## config.mk

```make
export PLATFORM = sky130hd
export DESIGN_NAME = lateral_inhibit_h1
export DESIGN_NICKNAME = d
export VERILOG_FILES = /design/src/rtl/lateral_inhibit_h1_pkg.sv /design/src/rtl/lateral_inhibit_h1_max_scan.sv /design/src/rtl/lateral_inhibit_h1.sv
export SDC_FILE = /design/constraint.sdc
export NUM_CORES = 1
export LEC_CHECK = 0
export ABC_CLOCK_PERIOD_IN_PS = 11150
export CORE_MARGIN = 2
export CORE_UTILIZATION = 55
export CTS_BUF_LIST = sky130_fd_sc_hd__clkbuf_8
export DETAILED_ROUTE_END_ITERATION = 8
export PLACE_DENSITY = 0.92
export SLEW_MARGIN = 20
export SYNTH_ARGS = -nofsm -noshare
export SYNTH_HDL_FRONTEND = slang
export SYNTH_SLANG_ARGS = --single-unit
```

## constraint.sdc

```tcl
create_clock -name clk -period 11.15 [get_ports clk]
set_clock_uncertainty 0.05 [all_clocks]
set_input_delay 2.7875 -clock clk [delete_from_list [all_inputs] [get_ports clk]]
set_output_delay 2.7875 -clock clk [all_outputs]
set_load 0.03 [all_outputs]
```

## src/rtl/lateral_inhibit_h1_pkg.sv

```systemverilog
// Shared definitions for the hidden-layer-1 lateral-inhibition arbiter:
// FSM encodings, default widths and the spike threshold.
package lateral_inhibit_h1_pkg;

  localparam int LI_W  = 24;     // potential width, signed Q12
  localparam int LI_N3 = 3;      // index width for the default 8 neurons
  localparam int LI_TH = 15018;  // 3.6667 in Q12

  typedef enum logic [1:0] {
    LI_IDLE    = 2'd0,
    LI_COLLECT = 2'd1,
    LI_SCAN    = 2'd2,
    LI_RESPOND = 2'd3
  } li_state_t;

endpackage

```

## src/rtl/lateral_inhibit_h1_max_scan.sv

```systemverilog
// li_max_scan_h1: sequential signed max-finder, one candidate per cycle while en is high.
// res_idx/res_pot show the running best including the current candidate, so they are final when done pulses.
module li_max_scan_h1
  import lateral_inhibit_h1_pkg::*;
#(
  parameter int N  = 8,
  parameter int W  = LI_W,
  parameter int IW = LI_N3
) (
  input  logic                clk,
  input  logic                rst,
  input  logic                en,
  input  logic                cand_req,
  input  logic signed [W-1:0] cand_pot,
  output logic [IW-1:0]       k,
  output logic                done,
  output logic [IW-1:0]       res_idx,
  output logic signed [W-1:0] res_pot
);

  logic [IW-1:0]       k_q, k_d;
  logic [IW-1:0]       best_idx_q, best_idx_d;
  logic signed [W-1:0] best_pot_q, best_pot_d;
  logic                have_q, have_d;
  logic                last;
  logic                take;

  always_comb begin
    last = (k_q == IW'(N - 1));
    // Strict compare keeps the lowest index on ties.
    take = en && cand_req && (!have_q || (cand_pot > best_pot_q));
    k_d = '0;
    if (en && !last) begin
      k_d = k_q + 1'b1;
    end
    have_d     = en && (have_q || take);
    best_idx_d = take ? k_q : best_idx_q;
    best_pot_d = take ? cand_pot : best_pot_q;
  end

  always_ff @(posedge clk or negedge rst) begin
    if (!rst) begin
      k_q        <= '0;
      best_idx_q <= '0;
      best_pot_q <= '0;
      have_q     <= 1'b0;
    end else begin
      k_q        <= k_d;
      best_idx_q <= best_idx_d;
      best_pot_q <= best_pot_d;
      have_q     <= have_d;
    end
  end

  assign k       = k_q;
  assign done    = en && last;
  assign res_idx = best_idx_d;
  assign res_pot = best_pot_d;

endmodule

```

## src/rtl/lateral_inhibit_h1.sv

```systemverilog
// lateral_inhibit_h1: collects start_li requests, scans for the highest potential and answers with valid_li/won_lost.
// Define LI_TIMEOUT_EN to let COLLECT give up after TIMEOUT cycles and scan the partial request set.
module lateral_inhibit_h1
  import lateral_inhibit_h1_pkg::*;
#(
  parameter int N       = 8,
  parameter int W       = LI_W,
  parameter int TH      = LI_TH,
  parameter int TIMEOUT = 64
) (
  input  logic           clk,
  input  logic           rst,
  input  logic           start_core_img,
  input  logic [N-1:0]   active_mask,
  input  logic [N-1:0]   start_li,
  input  logic [N*W-1:0] potential,
  output logic [N-1:0]   valid_li,
  output logic [N-1:0]   won_lost,
  output logic           li,
  output logic           busy,
  output logic           err_drop
);

  localparam int IW = (N > 1) ? $clog2(N) : 1;
  localparam logic signed [W-1:0] TH_W = W'(TH);

  li_state_t           state_q, state_d;
  logic [N-1:0]        req_hold_q, req_hold_d;
  logic signed [W-1:0] pot_hold_q [N];
  logic signed [W-1:0] pot_hold_d [N];
  logic signed [W-1:0] pot_in     [N];
  logic [N-1:0]        valid_li_q, valid_li_d;
  logic [N-1:0]        won_lost_q, won_lost_d;
  logic                li_q, li_d;
  logic                err_drop_q, err_drop_d;

  logic                scan_en, scan_done;
  logic [IW-1:0]       scan_k, res_idx;
  logic signed [W-1:0] res_pot;
  logic [N-1:0]        res_onehot;
  logic                collecting, covered, tmo_hit;

  for (genvar gi = 0; gi < N; gi++) begin : g_lane
    assign pot_in[gi]     = potential[gi*W +: W];
    assign res_onehot[gi] = (res_idx == IW'(gi));
  end

  assign collecting = (state_q == LI_IDLE) || (state_q == LI_COLLECT);
  // Coverage includes this cycle's requests so the last one can close the window immediately.
  assign covered    = (((req_hold_q | start_li) & active_mask) == active_mask);
  assign scan_en    = (state_q == LI_SCAN);

`ifdef LI_TIMEOUT_EN
  localparam int TW = $clog2(TIMEOUT + 1);
  logic [TW-1:0] tmo_q, tmo_d;

  always_comb begin
    tmo_d = '0;
    if (state_q == LI_COLLECT) begin
      tmo_d = tmo_q + 1'b1;
    end
  end

  always_ff @(posedge clk or negedge rst) begin
    if (!rst) begin
      tmo_q <= '0;
    end else begin
      tmo_q <= tmo_d;
    end
  end

  assign tmo_hit = (state_q == LI_COLLECT) && (tmo_q == TW'(TIMEOUT - 1));
`else
  logic unused_timeout;
  assign unused_timeout = (TIMEOUT > 0);
  assign tmo_hit        = 1'b0;
`endif

  li_max_scan_h1 #(
    .N  (N),
    .W  (W),
    .IW (IW)
  ) u_scan (
    .clk      (clk),
    .rst      (rst),
    .en       (scan_en),
    .cand_req (req_hold_q[scan_k]),
    .cand_pot (pot_hold_q[scan_k]),
    .k        (scan_k),
    .done     (scan_done),
    .res_idx  (res_idx),
    .res_pot  (res_pot)
  );

  always_ff @(posedge clk or negedge rst) begin
    if (!rst) begin
      state_q <= LI_IDLE;
    end else begin
      state_q <= state_d;
    end
  end

  always_comb begin
    state_d = state_q;
    case (state_q)
      LI_IDLE:    if (|start_li) state_d = covered ? LI_SCAN : LI_COLLECT;
      LI_COLLECT: if (covered || tmo_hit) state_d = LI_SCAN;
      LI_SCAN:    if (scan_done) state_d = LI_RESPOND;
      LI_RESPOND: state_d = LI_IDLE;
      default:    state_d = LI_IDLE;
    endcase
    if (start_core_img) begin
      state_d = LI_IDLE;
    end
  end

  // Responses are registered on the last SCAN edge so they appear during the RESPOND cycle.
  always_comb begin
    req_hold_d = req_hold_q;
    valid_li_d = '0;
    won_lost_d = won_lost_q;
    li_d       = li_q;
    err_drop_d = err_drop_q;
    for (int i = 0; i < N; i++) begin
      pot_hold_d[i] = pot_hold_q[i];
      if (collecting && start_li[i]) begin
        pot_hold_d[i] = pot_in[i];
      end
    end
    if (collecting) begin
      req_hold_d = req_hold_q | start_li;
    end
    if (!collecting && (|start_li)) begin
      err_drop_d = 1'b1;
    end
    if (state_q == LI_RESPOND) begin
      req_hold_d = '0;
    end
    if (scan_en && scan_done) begin
      valid_li_d = req_hold_q;
      won_lost_d = res_onehot;
      if (res_pot >= TH_W) begin
        li_d = 1'b1;
      end
    end
    if (start_core_img) begin
      req_hold_d = '0;
      valid_li_d = '0;
      won_lost_d = won_lost_q;
      li_d       = 1'b0;
    end
  end

  always_ff @(posedge clk or negedge rst) begin
    if (!rst) begin
      req_hold_q <= '0;
      valid_li_q <= '0;
      won_lost_q <= '0;
      li_q       <= 1'b0;
      err_drop_q <= 1'b0;
      for (int i = 0; i < N; i++) begin
        pot_hold_q[i] <= '0;
      end
    end else begin
      req_hold_q <= req_hold_d;
      valid_li_q <= valid_li_d;
      won_lost_q <= won_lost_d;
      li_q       <= li_d;
      err_drop_q <= err_drop_d;
      for (int i = 0; i < N; i++) begin
        pot_hold_q[i] <= pot_hold_d[i];
      end
    end
  end

  assign valid_li = valid_li_q;
  assign won_lost = won_lost_q;
  assign li       = li_q;
  assign busy     = (state_q != LI_IDLE);
  assign err_drop = err_drop_q;

endmodule
```

==> results.txt, run 1 <==
CP required: 11.55 ns
Synth-to-Final Area Change: 28.6%
Die Span X: 151 um
Sink Count: 251
vias per inst: 6.03
endpoints failing setup: 0
GPL Wtd Cong: 0.905
# H-tree levels: 2
Post-DP Area: 14400 um2
unrepaired setup endpoints after global routing: no
Post-Synth XOR/XNOR Area: 0
fin cells: 1383
ys flop type: dfrtp_1
setup TNS: 0 ns
top cells by area, synth: dfrtp_1, mux2_2, mux4_2
IO Count: 230
FP Rows: 53
dpl hpwl: 22100 um
Period Utilization, post-route: 0.496
Synth async-reset ratio: 1.00
Fmax: 181 MHz
post-synthesis simple-gate area fraction: 0.0482
initial antenna violation count: 0
largest family of logic cells by synthesized area: multiplexers
Period minus WS final: 5.53 ns
Finished Cell Area: 15200 um2
multiplexer area fraction after synthesis: 0.315
EDFF count, synth: 0
worst-path fanout max: 57
Port Buffers: 229
largest net degree at the start of global routing: 112
Initial Utilization: 0.561
postcts setup bufs: 0
cts bufs inserted: 41
CP max stage cell: o311a_2
die height: 151 um
hold path cells: 2
post-synth top area share: 0.531
R2R depth: 12
post-synthesis adder-cell area fraction: 0.0328
Clk pin slew, worst setup/hold paths: 0.06 ns
diode count: 0
PostCTS Resize Cnt: 0
core area: 21100 um2
crit path capture type: flop
iteration-0 DRC count of the detailed router: 593
Compound-Gate Fraction of Synth Area: 0.0434
dpl cells: 1308
Root Driver: clkbuf_8
Leak: 0.00638 uW
share of layout cells above drive strength 1: 0.314
CP peak stage delay: 0.95 ns
Final nets: 1318
syn_nets: 1075
Yosys cell types: 52
Syn Area/Cell: 14.2 um2
synth warn: 0
wire per inst: 24.0 um
drt first pass iters: 5
total power: 4040 uW
final hold violation count: 0
Die ar.: 22700 um2
Pwr Density: 266 nW/um2
fin. max-slew vios: 0
Tightest Pin Transition: 1.12 ns
sequential-to-total area share from yosys stat: 0.531
run status: complete, no violations
vias in the first global route: 9136
# DRC: 0
#FFs+latches synth: 251
largest buffer count on any clock path: 3
Setup CP Type: flop to flop
TritonCTS clock tree: built
max-cap violations: 0
first-pass GRT wire length: 50700 um
vias post-DR: 8333
GRT Residual Overflow: 0
class of the worst hold path: flop to flop
Mapped Area: 11800 um2
startpoint type of the worst setup path: flop
worst path cell trace: buf_4 -> mux4_1 -> mux2_2 -> ha_1 -> a21oi_1 -> o21ai_0 -> a221o_1 -> a221oi_2 -> o311a_2 -> mux2i_4 -> inv_2 -> o31ai_1
Skew-Pair Late Insertion Delay: 0.55 ns
ANT nets after route: 0
Slew HR: 0.254
Tot GR Track Use: 0.300
post-synthesis cell count: 833
drt total wl: 33200 um
WP data arrival: 5.92 ns
Hold Buf Count CTS: 0
Yosys top cell by area: dfrtp_1
Max rail drop VDD: 0.142 mV
[final timing paths]
kind | from | to | slack [ns]
max | u_scan.k[0]$_DFF_PN0_ | won_lost[4]$_DFFE_PN0P_ | 5.62
min | won_lost[3]$_DFFE_PN0P_ | won_lost[3]$_DFFE_PN0P_ | 0.44
max reg2reg | u_scan.k[0]$_DFF_PN0_ | won_lost[4]$_DFFE_PN0P_ | 5.62
min reg2reg | won_lost[3]$_DFFE_PN0P_ | won_lost[3]$_DFFE_PN0P_ | 0.44
max in group asynchronous | rst | pot_hold_q[160]$_DFFE_PN0P_ | 6.82
min in group asynchronous | rst | req_hold_q[5]$_DFFE_PN0P_ | 2.23
[state kept, by name, indices dropped and copies added (netlist names)]
| register | count |
|---|---|
| u_scan.have_q | 1 |
| u_scan.best_idx_q | 3 |
| err_drop | 1 |
| u_scan.k | 3 |
| req_hold_q | 8 |
| u_scan.best_pot_q | 24 |
| won_lost | 8 |
| pot_hold_q | 192 |
| state_q | 2 |
| li | 1 |
| valid_li | 8 |
[cells in the final DEF, fill, tap and decap left out, types with 2 or more instances in the layout]
master and n:
mux2_4 2, mux2i_1 5, clkinv_2 6, o211a_1 2, mux4_2 38, a221o_1 2
a21o_1 3, nor4_2 2, and4_1 5, clkdlybuf4s50_1 228, mux4_1 12, buf_4 12
nand4_1 3, a22oi_1 2, nand2_1 56, and2_1 9, o31ai_2 2, nor2_1 20
ha_1 31, nor3_1 9, clkbuf_8 56, dfrtp_1 248, o21ai_0 30, nor4_1 4
a21oi_1 20, dfrtp_2 2, a221oi_1 2, mux2_2 218, o31ai_1 6, inv_1 45
nand3_1 2, nor2b_1 4
[logic make-up (layout without fill, tap and decap cells)]
family          after synthesis  count (layout)
compound gates               80              80
flops                       251             251
simple gates                119             119
mux                         276             276
buf+inv                      76             351
fa+ha+maj                    31              31
[layout make-up]
type	instances	area (um2)
flip-flops and latches	251	6290
fillers	1323	5880
multi-input cells	506	5200
repair buffers	242	2400
clock buffers	56	771
well taps	275	344
inverters	34	128
clock inverters	19	82.6
[synth_stat cells (all sizes together), types with 3 or more instances]
cell,instances
mux2i,6
dfrtp,251
ha,31
mux2,220
nand4,3
clkbuf,17
nand2,56
nor2b,4
o31ai,8
o21ai,30
nor4,6
a221oi,3
mux4,50
nor2,20
buf,25
a21oi,20
a21o,3
and2,9
inv,34
and4,5
nor3,9
[power by group]
part / switching [uW] / internal (uW)
clock: 369 / 447
combinational: 742 / 869
sequential: 282 / 1330
[worst max-delay path, delay by kind of cell (launching register included)]
| family | cells | cell delay, ns |
|---|---|---|
| muxes | 3 | 1.41 |
| adders and majority gates | 1 | 0.33 |
| buffers and inverters | 2 | 0.70 |
| DFF | 1 | 0.70 |
| AOI/OAI and AO/OA | 6 | 2.19 |
[metal layers]
metal,part of all wire,up-vias,track usage
li1,-,3556,-
met1,0.38,4271,0.372
met4,0.035,0,0.123
met2,0.52,421,0.522
met5,0,-,0
met3,0.065,85,0.0570
[stage by stage]
step	setup WS, ns	utilization	hold WS [ns]
final	5.62	0.721	0.439
after global routing	5.26	0.721	0.444
after CTS	5.66	0.721	0.439
after detailed placement	5.78	0.681	0.426
after global placement	5.84	0.681	0.414
after floorplan	6.97	-	0.420
Note: power is estimated with default switching activity, not from simulation.
==> run 2: changes to the inputs <==
--- a/config.mk
+++ b/config.mk
@@ -5,12 +5,12 @@
 export SDC_FILE = /design/constraint.sdc
 export NUM_CORES = 1
 export LEC_CHECK = 0
-export ABC_CLOCK_PERIOD_IN_PS = 11150
+export ABC_CLOCK_PERIOD_IN_PS = 5800
 export CORE_MARGIN = 2
-export CORE_UTILIZATION = 55
+export CORE_UTILIZATION = 54
 export CTS_BUF_LIST = sky130_fd_sc_hd__clkbuf_8
 export DETAILED_ROUTE_END_ITERATION = 8
-export PLACE_DENSITY = 0.92
+export PLACE_DENSITY = 0.91
 export SLEW_MARGIN = 20
 export SYNTH_ARGS = -nofsm -noshare
 export SYNTH_HDL_FRONTEND = slang
==> constraint.sdc (replaced) <==
create_clock -name clk -period 5.8 [get_ports clk]
set_clock_uncertainty 0.05 [all_clocks]
set_input_delay 1.45 -clock clk [delete_from_list [all_inputs] [get_ports clk]]
set_output_delay 1.45 -clock clk [all_outputs]
set_load 0.03 [all_outputs]
==> run 2 against run 1 <==
  * Die area grew 1.8%
  * Non-clock buffer count grew 5
  * Final cell count rose by 0.51%
  * Critical path depth decreased by 1
  * Clock power rose by 87%
  * Worst setup slack lost 4.3 ns
  * Via count fell by 1.0%
  * Critical endpoint is now u_scan.best_idx_q[2]$_DFF_PN0_
  * Sequential power rose by 90%
  * Wire length is 5.7% lower
==> results.txt, run 2 (synthesis results as in run 1) <==
run status: complete, no violations
first-pass GRT wire length: 48900 um (-3.6%)
Die ar.: 23100 um2 (+1.8%)
# H-tree levels: 2 (unchanged)
switching share of power: 0.338 (-0.00656)
pre-CTS WS: 1.33 ns (-4.46 ns)
Root Driver: clkbuf_8
Slew HR: 0.412 (+0.158)
unrepaired setup endpoints after global routing: no
Port Buffers: 229 (unchanged)
worst-path fanout max: 52 (-8.8%)
R2R Setup Slk: 1.28 ns (-4.34 ns)
endpoints failing setup: 0 (unchanged)
sw power: 2580 uW (+85%)
postcts setup bufs: 0 (unchanged)
total power: 7640 uW (+89%)
ANT nets after route: 0 (unchanged)
Fmax: 221 MHz (+22%)
largest register by flop count: pot_hold_q
core area: 21700 um2 (+2.8%)
Final nets: 1323 (+0.38%)
diode count: 0 (unchanged)
Seq pwr share: 0.402 (+0.002)
GPL Wtd Cong: 0.863 (-4.6%)
drt total wl: 31300 um (-5.7%)
setup TNS: 0 ns (unchanged)
vias post-DR: 8250 (-1.0%)
Tightest Pin Transition: 0.883 ns (-0.237 ns)
Period minus WS final: 4.52 ns (-1.01 ns)
FP Rows: 54 (+1.9%)
wire per inst: 22.5 um (-6.2%)
WP data arrival: 4.89 ns (-1.03 ns)
Tot GR Track Use: 0.270 (-0.0300)
die height: 152 um (+0.90%)
FF+latch area: 6290 um2 (unchanged)
clock power share: 0.200 (-0.002)
Sink Count: 251 (unchanged)
Pwr Density: 502 nW/um2 (+89%)
dpl cells: 1317 (+0.69%)
IO Count: 230 (unchanged)
Period Utilization, post-route: 0.778 (+0.283)
crit path capture type: flop
max-cap violations: 0 (unchanged)
PostCTS Resize Cnt: 0 (unchanged)
max reg flops: 192 (unchanged)
Comb pwr share: 0.398 (about the same)
Max rail drop VDD: 0.251 mV (+77%)
Hold Buf Count CTS: 0 (unchanged)
largest buffer count on any clock path: 3 (unchanged)
Setup CP Type: flop to flop
most frequent cells in the layout: dfrtp_1, clkdlybuf4s50_1, mux2_2, nand2_1, clkbuf_8
largest net degree at the start of global routing: 136 (+21%)
footprint of the multi-input gates: 5200 um2 (unchanged)
vias in the first global route: 8821 (-3.4%)
iteration-0 DRC count of the detailed router: 482 (-19%)
Initial Utilization: 0.545 (-0.0155)
# DRC: 0 (unchanged)
dpl hpwl: 21200 um (-4.2%)
final hold violation count: 0 (unchanged)
vias per inst: 5.94 (-1.5%)
Leak: 0.00638 uW (about the same)
cts bufs inserted: 41 (unchanged)
class of the worst hold path: flop to flop
share of layout cells above drive strength 1: 0.317 (+0.00304)
Skew-Pair Late Insertion Delay: 0.55 ns (about the same)
Clk pin slew, worst setup/hold paths: 0.06 ns (about the same)
drt first pass iters: 6 (+1)
fin. max-slew vios: 0 (unchanged)
final worst slack: 1.28 ns (-4.34 ns)
Largest regs: pot_hold_q x192, u_scan.best_pot_q x24
Die Span X: 152 um (+0.90%)
commonest non-fill, non-tap cell in the layout: dfrtp_1
initial antenna violation count: 1 (+1)
GRT Residual Overflow: 0 (unchanged)
CP required: 6.18 ns (-5.37 ns)
TritonCTS clock tree: built
startpoint type of the worst setup path: flop
Synth-to-Final Area Change: 28.8%
fin cells: 1390 (+0.51%)
Int Pwr: 5060 uW (+91%)
number of fillers in the final layout: 1386 (+4.8%)
[run 2: worst paths after layout]
path	from	depth (start not counted)	to
worst max-delay path	u_scan.k[1]$_DFF_PN0_	11	u_scan.best_idx_q[2]$_DFF_PN0_
worst min-delay path	won_lost[1]$_DFFE_PN0P_	2	won_lost[1]$_DFFE_PN0P_
worst max register to register	u_scan.k[1]$_DFF_PN0_	11	u_scan.best_idx_q[2]$_DFF_PN0_
worst min register to register	won_lost[1]$_DFFE_PN0P_	2	won_lost[1]$_DFFE_PN0P_
max in group asynchronous	rst	3	pot_hold_q[111]$_DFFE_PN0P_
min in group asynchronous	rst	1	valid_li[3]$_DFF_PN0_
[run 2: worst max-delay path, cell delays in order, from the launching register on]
cell       delay (ns)
dfrtp_2          0.86
buf_4            0.44
mux4_1           0.38
mux2_2           0.32
ha_1             0.33
nand2_1          0.06
o21ai_0          0.33
a221oi_1         0.18
o2111ai_1        0.20
o311a_2          0.37
buf_4            0.48
mux2_2           0.39
[run 2: layout make-up]
class | instances | share of cell area
flip-flops and latches | 251 | 0.413
multi-input cells | 506 | 0.341
repair buffers | 247 | 0.161
clock buffers | 53 | 0.0479
well taps | 280 | 0.0230
inverters | 34 | 0.00838
clock inverters | 19 | 0.00575
[run 2: power by group through the flow]
stage          clock network (uW)  registers [uW]  logic, uW
2_1_floorplan                   0            2840       2260
3_3_place_gp                    0            3010       2840
3_5_place_dp                    0            3060       3000
4_1_cts                      1550            3050       3020
5_1_grt                      1630            3140       3280
6_report                     1530            3070       3040
[run 2: per-layer routing]
layer / share of wire / vias up / routed length (um) / GRT usage
li1: - / 3562 / - / -
met1: 0.40 / 4284 / 12600 / 0.346
met2: 0.51 / 336 / 16000 / 0.467
met3: 0.060 / 68 / 1880 / 0.0505
met4: 0.027 / 0 / 838 / 0.0935
met5: 0 / - / 0 / 0
[run 2: per-stage QoR]
step / area, um2 / hold WS (ns) / utilization
after detailed placement: 14400 / 0.422 / 0.663
after floorplan: 11800 / 0.420 / -
after global placement: 14400 / 0.414 / 0.663
after CTS: 15200 / 0.437 / 0.701
final: 15200 / 0.432 / 0.702
after global routing: 15200 / 0.446 / 0.702
==> run 3: changes to the inputs <==
--- a/config.mk
+++ b/config.mk
@@ -5,12 +5,12 @@
 export SDC_FILE = /design/constraint.sdc
 export NUM_CORES = 1
 export LEC_CHECK = 0
-export ABC_CLOCK_PERIOD_IN_PS = 5800
+export ABC_CLOCK_PERIOD_IN_PS = 4050
 export CORE_MARGIN = 2
-export CORE_UTILIZATION = 54
+export CORE_UTILIZATION = 49
 export CTS_BUF_LIST = sky130_fd_sc_hd__clkbuf_8
 export DETAILED_ROUTE_END_ITERATION = 8
-export PLACE_DENSITY = 0.91
+export PLACE_DENSITY = 0.87
 export SLEW_MARGIN = 20
 export SYNTH_ARGS = -nofsm -noshare
 export SYNTH_HDL_FRONTEND = slang
==> constraint.sdc (replaced) <==
create_clock -name clk -period 4.05 [get_ports clk]
set_clock_uncertainty 0.05 [all_clocks]
set_input_delay 1.0125 -clock clk [delete_from_list [all_inputs] [get_ports clk]]
set_output_delay 1.0125 -clock clk [all_outputs]
set_load 0.03 [all_outputs]
==> run 3 against run 2 <==
  * Count of clock-buffer cells in the layout increased by 1
  * Via count is 0.62% lower
  * Die area is 9.9% higher
  * Maximum frequency rose by 15%
  * First-iteration DRC count grew 4.4%
  * Register-to-register slack worse by 1.2 ns
  * Critical path depth up 2
  * Core utilization is 4.5 points lower
  * Clock power is 47% higher
  * Flip-flop and latch count stayed put
  * Critical path type unchanged
  * Critical endpoint is now won_lost[6]$_DFFE_PN0P_
==> results.txt, run 3 (synthesis results as in run 1) <==
Period Utilization, post-route: 0.971 (+0.192)
Setup CP Type: flop to flop
Hold Buf Count CTS: 0 (unchanged)
Tightest Pin Transition: 0.861 ns (-0.0218 ns)
most frequent cells in the layout: dfrtp_1, clkdlybuf4s50_1, mux2_2, nand2_1, clkbuf_8
Die Span X: 159 um (+4.8%)
crit path capture type: flop
first-pass GRT wire length: 47600 um (-2.7%)
FP Rows: 56 (+3.7%)
initial antenna violation count: 4 (+3)
WP data arrival: 4.31 ns (-0.58 ns)
GPL Wtd Cong: 0.893 (+3.4%)
Port Buffers: 229 (unchanged)
max reg flops: 192 (unchanged)
Slew HR: 0.424 (+0.0125)
gr busiest metal: met2
# H-tree levels: 2 (unchanged)
crit path launch: u_scan.k[0]$_DFF_PN0_
CP max stage cell: mux4_2
share of layout cells above drive strength 1: 0.329 (+0.0118)
Largest regs: pot_hold_q x192, u_scan.best_pot_q x24
Max rail drop VDD: 0.331 mV (+32%)
largest buffer count on any clock path: 3 (unchanged)
cts bufs inserted: 41 (unchanged)
Hold WS: 0.421 ns (-0.0109 ns)
Synth-to-Final Area Change: 31.3%
startpoint type of the worst setup path: flop
drt total wl: 30900 um (-1.2%)
# DRC: 0 (unchanged)
fin. max-slew vios: 0 (unchanged)
final hold violation count: 0 (unchanged)
IO Count: 230 (unchanged)
met1 usage: 0.313 (-0.0333)
delay-heaviest family, CP: compound AO/OA/AOI/OAI gates
Die ar.: 25400 um2 (+9.9%)
pre-CTS WS: 0.0515 ns (-1.28 ns)
ANT nets after route: 0 (unchanged)
TritonCTS clock tree: built
Tot GR Track Use: 0.242 (-0.0283)
Root Driver: clkbuf_8
vias per inst: 5.65 (-4.7%)
Fmax: 254 MHz (+15%)
setup TNS: 0 ns (unchanged)
most frequent cell on the critical path: buf_4
max-cap violations: 0 (unchanged)
Final nets: 1340 (+1.3%)
worst-path fanout max: 18 (-65%)
commonest non-fill, non-tap cell in the layout: dfrtp_1
Clk pin slew, worst setup/hold paths: 0.06 ns (about the same)
GRT Residual Overflow: 0 (unchanged)
run status: complete, no violations
fin cells: 1450 (+4.3%)
class of the worst hold path: input port to async pin
Post-DP Area: 14500 um2 (+1.1%)
endpoints failing setup: 0 (unchanged)
largest net degree at the start of global routing: 88 (-35%)
dpl hpwl: 22000 um (+3.9%)
Skew-Pair Late Insertion Delay: 0.54 ns (about the same)
CP required: 4.43 ns (-1.75 ns)
Finished Cell Area: 15500 um2 (+1.9%)
reg2reg start: u_scan.k[0]$_DFF_PN0_
Sink Count: 251 (unchanged)
iteration-0 DRC count of the detailed router: 503 (+4.4%)
CP bufs+invs: 3 (+1)
Leak: 0.00651 uW (+2.0%)
number of fillers in the final layout: 1638 (+18%)
Pwr Density: 711 nW/um2 (+42%)
met2 GRT Util: 0.409 (-0.0576)
drt first pass iters: 7 (+1)
vias post-DR: 8199 (-0.62%)
die height: 159 um (+4.8%)
final worst slack: 0.119 ns (-1.17 ns)
Period minus WS final: 3.93 ns (-0.584 ns)
wire per inst: 21.3 um (-5.3%)
Initial Utilization: 0.501 (-0.0444)
worst path cell trace: buf_12 -> buf_4 -> mux4_2 -> mux2_2 -> ha_1 -> a21o_1 -> a221o_1 -> a221oi_2 -> o2111ai_2 -> o311a_4 -> buf_4 -> mux2_4 -> o31ai_2
core area: 23600 um2 (+8.9%)
CP peak stage delay: 0.49 ns (-0.37 ns)
largest register by flop count: pot_hold_q
dpl cells: 1362 (+3.4%)
vias in the first global route: 8685 (-1.5%)
met3 Use GR: 0.0469 (-0.00360)
-- run 3: cell types whose count changed in the layout (fill, tap and decap cells not counted), sizes merged --
cell / change
buf: +17
bufinv: +1
clkbuf: +1
inv: +2
diode: +3
clkinv: -1
clkinvlp: -2
-- run 3: final timing paths --
kind | end | depth (start not counted) | slack [ns]
setup / recovery | won_lost[6]$_DFFE_PN0P_ | 13 | 0.12
hold / removal | state_q[1]$_DFFE_PN0P_ | 1 | 0.42
setup reg to reg | won_lost[6]$_DFFE_PN0P_ | 13 | 0.12
hold reg to reg | won_lost[0]$_DFFE_PN0P_ | 2 | 0.44
max in group asynchronous | pot_hold_q[111]$_DFFE_PN0P_ | 2 | 2.53
min in group clk | won_lost[0]$_DFFE_PN0P_ | 2 | 0.44
-- run 3: power breakdown --
group | switching [uW] | total [uW] | internal, uW
Clock | 992 | 2250 | 1260
Combinational | 1980 | 4450 | 2470
Sequential | 672 | 4340 | 3670
-- run 3: area by class of cell --
| type | instances | area [um2] | share of cell area |
|---|---|---|---|
| flip-flops and latches | 251 | 6290 | 0.405 |
| multi-input cells | 506 | 5220 | 0.336 |
| repair buffers | 264 | 2630 | 0.169 |
| clock buffers | 54 | 743 | 0.0479 |
| well taps | 319 | 399 | 0.0257 |
| inverters | 34 | 128 | 0.00822 |
| clock inverters | 19 | 110 | 0.00709 |
| diodes | 3 | 7.51 | 0.000484 |
-- run 3: timing repair --
action,in CTS,in global routing
resized for setup,0,4
endpoints found under the setup margin,0,5
buffers inserted,0,12
-- run 3: layer usage --
metal  share of wire  vias to the layer above
li1                -                     3593
met5               0                        -
met1            0.41                     4213
met3           0.058                       66
met2            0.49                      327
met4           0.034                        0
-- run 3: stage by stage --
stage	power, uW	util
floorplan	7300	-
global placement	8460	0.616
detailed placement	8690	0.616
CTS	11000	0.652
global route	11700	0.657
finish	11000	0.657
